### src/rtl/fetch_unit.sv
// Instruction-fetch stage: owns the PC and the IF/ID register, fetches over a ready/valid
// memory port and arbitrates exception, interrupt, redirect and sequential PC.
`timescale 1ns/1ps
module fetch_unit #(
    parameter int unsigned       ADDR_W   = 32,
    parameter logic [ADDR_W-1:0] RESET_PC = ADDR_W'(32'h8000_0000),
    parameter logic [ADDR_W-1:0] IRQ_VEC  = ADDR_W'(32'h8000_0004),
    parameter logic [ADDR_W-1:0] EXC_VEC  = ADDR_W'(32'h8000_0008)
) (
    input  logic              clk,
    input  logic              reset,
    input  logic              stall,
    input  logic              redirect_valid,
    input  logic [ADDR_W-1:0] redirect_pc,
    input  logic              exc,
    input  logic              irq,
    output logic              imem_req,
    output logic [ADDR_W-1:0] imem_addr,
    input  logic              imem_ready,
    input  logic [31:0]       imem_rdata,
    output logic              if_valid,
    output logic [31:0]       if_instr,
    output logic [ADDR_W-1:0] if_pc,
    output logic [ADDR_W-1:0] if_pc_plus4,
    output logic              if_irq,
    output logic              kernel
);

    localparam int unsigned LOW_W = ADDR_W - 1;

    typedef enum logic {S_REQ, S_DROP} state_e;

    state_e            state_q, state_d;
    logic [ADDR_W-1:0] pc_q, pc_d;
    logic [ADDR_W-1:0] drop_addr_q, drop_addr_d;
    logic              outstanding_q, outstanding_d;
    logic              irq_pending_q, irq_pending_d;
    logic              if_valid_q, if_valid_d;
    logic [31:0]       if_instr_q, if_instr_d;
    logic [ADDR_W-1:0] if_pc_q, if_pc_d;
    logic [ADDR_W-1:0] if_pc_plus4_q, if_pc_plus4_d;
    logic              if_irq_q, if_irq_d;

    logic slot_free;
    logic take_irq;
    logic pc_change;

    // Increment keeps the mode bit; only the low field wraps.
    function automatic logic [ADDR_W-1:0] seq_pc(input logic [ADDR_W-1:0] a);
        return {a[ADDR_W-1], a[LOW_W-1:0] + LOW_W'(4)};
    endfunction

    assign kernel    = pc_q[ADDR_W-1];
    assign slot_free = !if_valid_q || !stall;
    assign take_irq  = irq_pending_q && !kernel && !exc && !redirect_valid && slot_free;
    assign pc_change = exc || redirect_valid || take_irq;

    // A request already on the bus stays up (same address) until the memory accepts it.
    assign imem_req  = reset && ((state_q == S_DROP) || outstanding_q || slot_free);
    assign imem_addr = (state_q == S_DROP) ? drop_addr_q : pc_q;

    assign if_valid    = if_valid_q;
    assign if_instr    = if_instr_q;
    assign if_pc       = if_pc_q;
    assign if_pc_plus4 = if_pc_plus4_q;
    assign if_irq      = if_irq_q;

    always_comb begin
        state_d       = state_q;
        pc_d          = pc_q;
        drop_addr_d   = drop_addr_q;
        outstanding_d = imem_req && !imem_ready;
        irq_pending_d = irq && !kernel;
        if_valid_d    = if_valid_q && stall;
        if_instr_d    = if_instr_q;
        if_pc_d       = if_pc_q;
        if_pc_plus4_d = if_pc_plus4_q;
        if_irq_d      = if_irq_q;

        if ((state_q == S_REQ) && imem_ready && slot_free && !pc_change) begin
            if_valid_d    = 1'b1;
            if_instr_d    = imem_rdata;
            if_pc_d       = pc_q;
            if_pc_plus4_d = seq_pc(pc_q);
            if_irq_d      = 1'b0;
            pc_d          = seq_pc(pc_q);
        end

        if (exc) begin
            pc_d       = EXC_VEC;
            if_valid_d = 1'b0;
        end else if (take_irq) begin
            // Interrupt bubble carries the return address as its PC.
            if_valid_d    = 1'b1;
            if_instr_d    = 32'h0;
            if_pc_d       = pc_q;
            if_pc_plus4_d = seq_pc(pc_q);
            if_irq_d      = 1'b1;
            pc_d          = IRQ_VEC;
            irq_pending_d = 1'b0;
        end else if (redirect_valid) begin
            pc_d       = redirect_pc;
            if_valid_d = 1'b0;
        end

        if (pc_change && imem_req && !imem_ready) begin
            state_d     = S_DROP;
            drop_addr_d = imem_addr;
        end else if ((state_q == S_DROP) && imem_ready) begin
            state_d = S_REQ;
        end
    end

    always_ff @(posedge clk) begin
        if (!reset) begin
            state_q       <= S_REQ;
            pc_q          <= RESET_PC;
            drop_addr_q   <= '0;
            outstanding_q <= 1'b0;
            irq_pending_q <= 1'b0;
            if_valid_q    <= 1'b0;
            if_instr_q    <= 32'h0;
            if_pc_q       <= '0;
            if_pc_plus4_q <= '0;
            if_irq_q      <= 1'b0;
        end else begin
            state_q       <= state_d;
            pc_q          <= pc_d;
            drop_addr_q   <= drop_addr_d;
            outstanding_q <= outstanding_d;
            irq_pending_q <= irq_pending_d;
            if_valid_q    <= if_valid_d;
            if_instr_q    <= if_instr_d;
            if_pc_q       <= if_pc_d;
            if_pc_plus4_q <= if_pc_plus4_d;
            if_irq_q      <= if_irq_d;
        end
    end

endmodule

### config.mk
export PLATFORM = sky130hd
export DESIGN_NAME = fetch_unit
export DESIGN_NICKNAME = d
export VERILOG_FILES = /design/src/rtl/fetch_unit.sv
export SDC_FILE = /design/constraint.sdc
export NUM_CORES = 1
export LEC_CHECK = 0
export CORE_AREA = 2 2 132 134
export CTS_CLUSTER_SIZE = 16
export DETAILED_ROUTE_END_ITERATION = 7
export DIE_AREA = 0 0 134 136
export GPL_TIMING_DRIVEN = 0
export HOLD_SLACK_MARGIN = 0.03
export PLACE_DENSITY = 0.76
export SLEW_MARGIN = 20
export SYNTH_ARGS = -nofsm -noshare
export SYNTH_HDL_FRONTEND = slang
export SYNTH_SLANG_ARGS = --single-unit
### constraint.sdc
create_clock -name clk -period 2.1 [get_ports clk]
set_input_delay 0.21 -clock clk [delete_from_list [all_inputs] [get_ports clk]]
set_output_delay 0.21 -clock clk [all_outputs]
set_load 0.01 [all_outputs]
# Word-level counts from Yosys, hierarchy flattened
# Index checks and enable logic that the tools add are counted.
[op_classes]
n_mux = 24
n_reduce_logical = 32
addsub = 1
n_bitwise = 2
[ops]
columns = ["op", "count"]
rows = [
  ["$mux 32", 11],
  ["$add 31x3->31 const B", 1],
  ["$mux 31", 1],
  ["$logic_and 1x1->1", 14],
  ["$mux 1", 10],
  ["$mux 4", 2],
  ["$logic_not 1->1", 7],
  ["$logic_or 1x1->1", 5],
  ["$reduce_bool 2->1", 2],
  ["$reduce_bool 4->1", 1],
  ["$reduce_bool 3->1", 1],
  ["$reduce_or 3->1", 1],
  ["$not 1->1", 2],
  ["$reduce_or 2->1", 1],
]
[totals]
reg_bits = 165
out_inout_bits = 132
wordCells = 72

# Logic depth before layout (Yosys ltp)
[depth]
ltp_word = 12
ltp_mapped = 8

# Worst setup path after synthesis
# OpenSTA, ideal clock, no wires.
[synth_timing]
path_kind = "register to register"
from = "reg pc_q[2]"
to = "reg pc_q[28]"
path_slack_ns = 0.068
period_less_slack_ns = 2.032
stages_incl_launch_ff = 7
path_buffers = 0
arrival_time_ns = 1.958
path_cell_list = "dfxtp_1 -> ha_1 -> nand4_1 -> nor4_4 -> nand3_1 -> or3_1 -> a31oi_1"
[synth_between]
elab_chain_cells = 3
[synth_rtl]
columns = ["element", "line", "text"]
rows = [
  ["from (decl)", "34", "logic [ADDR_W-1:0] pc_q, pc_d;"],
  ["from (signal assigned)", "128", "pc_q <= pc_d;"],
  ["$add 31x3->31", "50", "return {a[ADDR_W-1], a[LOW_W-1:0] + LOW_W'(4)};"],
  ["$mux 31", "80", "if ((state_q == S_REQ) && imem_ready && slot_free && !pc_change) begin"],
  ["$mux 32", "101", "end else if (redirect_valid) begin"],
]
# Every way passes these cells. The select of a mux whose other input is x is not followed.
# A chain may end at the register's enable or synchronous reset.

# Worst setup path after layout
[layout_timing]
from = "reg pc_q[18]"
to = "reg pc_q[26]"
# The elaborated chain is that of the path after synthesis.

==> results <==
-- metal layers --
metal  global-route usage, %  vias to the layer above
met5                       0                        -
met4                   7.210                        0
met3                   6.525                       51
met2                   40.66                      298
met1                   31.91                     3309
li1                        -                     3361
-- logic make-up after synthesis --
logic type | Yosys count | share of synthesized area [%]
AO/OA/AOI/OAI | 196 | 16.36
XOR/XNOR | 34 | 4.098
adder cells (fa/ha/maj) | 1 | 0.1721
buffers and inverters | 73 | 4.477
flip-flops | 165 | 45.45
multiplexers | 65 | 9.452
AND/OR/NAND/NOR | 306 | 19.99
-- synthesized netlist by cell type, drive strengths merged (2+ instances only) --
| master | instances |
|---|---|
| o31a | 2 |
| and3 | 2 |
| a21boi | 35 |
| nor4 | 5 |
| inv | 5 |
| or2 | 2 |
| a31oi | 18 |
| a41oi | 3 |
| nand4 | 13 |
| nor2 | 25 |
| nand2b | 2 |
| mux2i | 36 |
| mux2 | 29 |
| or3 | 8 |
| a22oi | 6 |
| xnor2 | 13 |
| clkbuf | 39 |
| nor2b | 36 |
| buf | 29 |
| nor3b | 2 |
| dfxtp | 165 |
| xor2 | 21 |
| nand2 | 179 |
| or4 | 2 |
| o21ai | 46 |
| nand3 | 19 |
| nor3 | 9 |
| o211a | 9 |
| a21oi | 71 |
-- worst reg2reg max path, stage by stage, from the launching register on --
cell and delay, ns:
dfxtp_1 0.30, buf_2 0.18, nand4_1 0.44, nor3_4 0.47, nand3_1 0.18, o31a_1 0.28, a21oi_1 0.13
-- final cells by class --
| class | count | area [µm²] | area share [%] |
|---|---|---|---|
| Multi-Input combinational cell | 602 | 3774 | 36.11 |
| Buffer | 66 | 374.1 | 3.580 |
| Clock buffer | 22 | 474.2 | 4.537 |
| Timing Repair Buffer | 218 | 2116 | 20.24 |
| Tap cell | 225 | 281.5 | 2.694 |
| Clock inverter | 9 | 102.6 | 0.9817 |
| Sequential cell | 165 | 3311 | 31.68 |
| Inverter | 5 | 18.77 | 0.1796 |
-- final timing paths --
check,from,to,slack [ns]
max,pc_q[18],pc_q[26],0.04
min reg2reg,if_instr[8],if_instr[8],0.45
max reg2reg,pc_q[18],pc_q[26],0.04
min,exc,pc_q[3],0.24
-- where the power goes --
part	total (µW)	leakage [µW]	internal (µW)	switching, µW
Clock	3100	0.000278	1830	1270
Sequential	3280	0.00134	3220	64.8
Combinational	852	0.00235	430	422
Total	7240	0.00396	5480	1760
-- layout by cell type (no fill, tap or decap), types with 12 or more instances in the layout --
master / n
nor2b_1: 35
nand3_1: 18
buf_2: 13
buf_4: 20
a21oi_1: 71
o21ai_0: 43
clkbuf_1: 28
dfxtp_1: 163
xnor2_1: 13
dlygate4sd2_1: 30
mux2i_1: 36
nand4_1: 12
clkdlybuf4s50_1: 169
clkbuf_16: 17
xor2_1: 21
nand2_1: 176
a31oi_1: 16
a21boi_0: 34
nor2_1: 20
mux2_2: 29
-- sequential cells by signal, summed over array words and instances, names as in the netlist, named ones only --
register,flops
outstanding_q,1
pc_q,30
if_valid,1
irq_pending_q,1
if_irq,1
state_q,1
if_pc_plus4,32
if_instr,32
if_pc,32
drop_addr_q,32
-- per-stage QoR --
stage	setup slack, ns	hold WS (ns)	utilization, %	cells	power, µW
detailed placement	-0.8479	0.4453	56.71	1267	4169
finish	0.04322	0.2423	61.93	1312	7240
CTS	0.007136	0.3184	60.97	1305	7227
floorplan	0.06752	0.2824	-	840	3730
global route	-0.04864	0.2581	61.93	1312	7466
global placement	-0.8342	0.4409	56.71	1267	4161
-- what timing repair did --
| action | 4_1_cts | 5_1_grt |
|---|---|---|
| setup endpoints to repair | 136 | 107 |
| pin swaps | 5 | 7 |
| setup buffers | 8 | 8 |
| gates resized for setup | 68 | 34 |
==> reports/results.tsv <==
stage	metric	value	unit
layout	drive_above_1_share	12.88	%
floorplanning	core	0.01688	mm²
layout	area_growth_syn_to_layout	43.82	%
placed_design	port_buffers	202	
worst_setup_path	crit_required	2.46	ns
route	viasPerCell	5.350	
clocking	clockBufferDepth	2	
clocking	clk_latency	0.43	ns
yosys	seq_area_frac_synth	45.45	%
clocking	cts_tree	done	
route	post_drt_wl_per_cell	17.64	µm
yosys	synth_seq_cells	165	
route	wl_met3	1.806	mm
worst_setup_path	cp_num_cells	6	
yosys	synthArstFlopShare	0	%
worst_setup_path	start_kind	register	
global_routing	antenna_found_initial	0	
route	via_count	7019	
route	drt-initial-drc-count	589	
clocking	holdBufCountCts	0	
layout	nFillCells	1460	
route	drc	0	
global_routing	grt_pass1_wl	35.14	mm
yosys	synth_cells	840	
layout	final_net_count	1147	
clocking	numCtsBuffers	17	
timing	fin_crit	2.057	ns
placed_design	place.gp.congestion	0.8694	
yosys	synth_top_area_share	45.45	%
floorplanning	die_w	134	µm
run_status	status	finished, final reports clean	
worst_setup_path	worstPathMaxFanout	8	
placed_design	dpl.hpwl	16.10	mm
worst_setup_path	path_buf_inv	1	
yosys	synthFlopType	dfxtp_1	
clocking	htree_levels	4	
clocking	root_buffer	clkbuf_16	
yosys	syn_avg_cell_area	8.651	µm²
yosys	synth_nets	912	
timing	rsz0062_at_grt	true	
timing	setup_viol	0	
route	firstDrtPassIters	5	
timing	tightestPinTransition	0.8224	ns
layout	antenna_cells	0	
route	wl_met1	9.812	mm
worst_setup_path	crit_path_max_incr_delay	0.46	ns
worst_setup_path	critical_path_class	register to register	
timing	period_share	97.94	%
timing	hold_violations	0	
timing	drv_slew	0	
global_routing	overflow	0	
power	powerDensity	692.7	mW/mm²
global_routing	grtUsageTotal	24.69	%
global_routing	first_global_vias	6594	
worst_setup_path	crit_slowest_cell	nor3_4	
worst_setup_path	worst-r2r-cell-count	6	
yosys	synth_top_area_cell	dfxtp_1	
route	routed_wl	23.14	mm
floorplanning	rows	48	
timing	setup_tns	0	ns
timing	fmax	0.4862	GHz
power	p_leak	0.003964	µW
yosys	netlist_area	0.007267	mm²
yosys	netlist-cell-type-count	50	
worst_hold_path	min_path_cells	2	
yosys	yosys_warnings	0	
layout	final_cell_area	0.01045	mm²
route	route.met2.wl	11.05	mm
yosys	synth_top_cells_by_area	dfxtp_1 (45%), nand2_1 (9.2%), mux2i_1 (5.0%)	
flow_run	maxCapViolCount	0	
worst_setup_path	cp.arrival	2.41	ns
placed_design	placement.cell_area	0.009570	mm²
worst_setup_path	cp-end-kind	register	
route	highest_layer	met4	
worst_hold_path	hold_path_class	primary input to register	
floorplanning	ios	203	
floorplanning	die_y	136	µm
global_routing	grt_max_degree	17	
route	ant_nets	0	
timing	max-slew-margin-rel	45.18	%
worst_setup_path	crit_family	simple AND/OR/NAND/NOR gates	
power	vdd_drop_max	0.0006040	V
clocking	cts.clk_slew.worst_paths	0.06	ns
clocking	clkSinkCount	165	
yosys	synth_edf_count	0	
floorplanning	dieArea	0.01822	mm²
worst_setup_path	crit_chain	buf_2 > nand4_1 > nor3_4 > nand3_1 > o31a_1 > a21oi_1	
floorplanning	start_util	43.06	%
timing	fin_skew	0.01060	ns
Power figures use the tool's default switching activity.
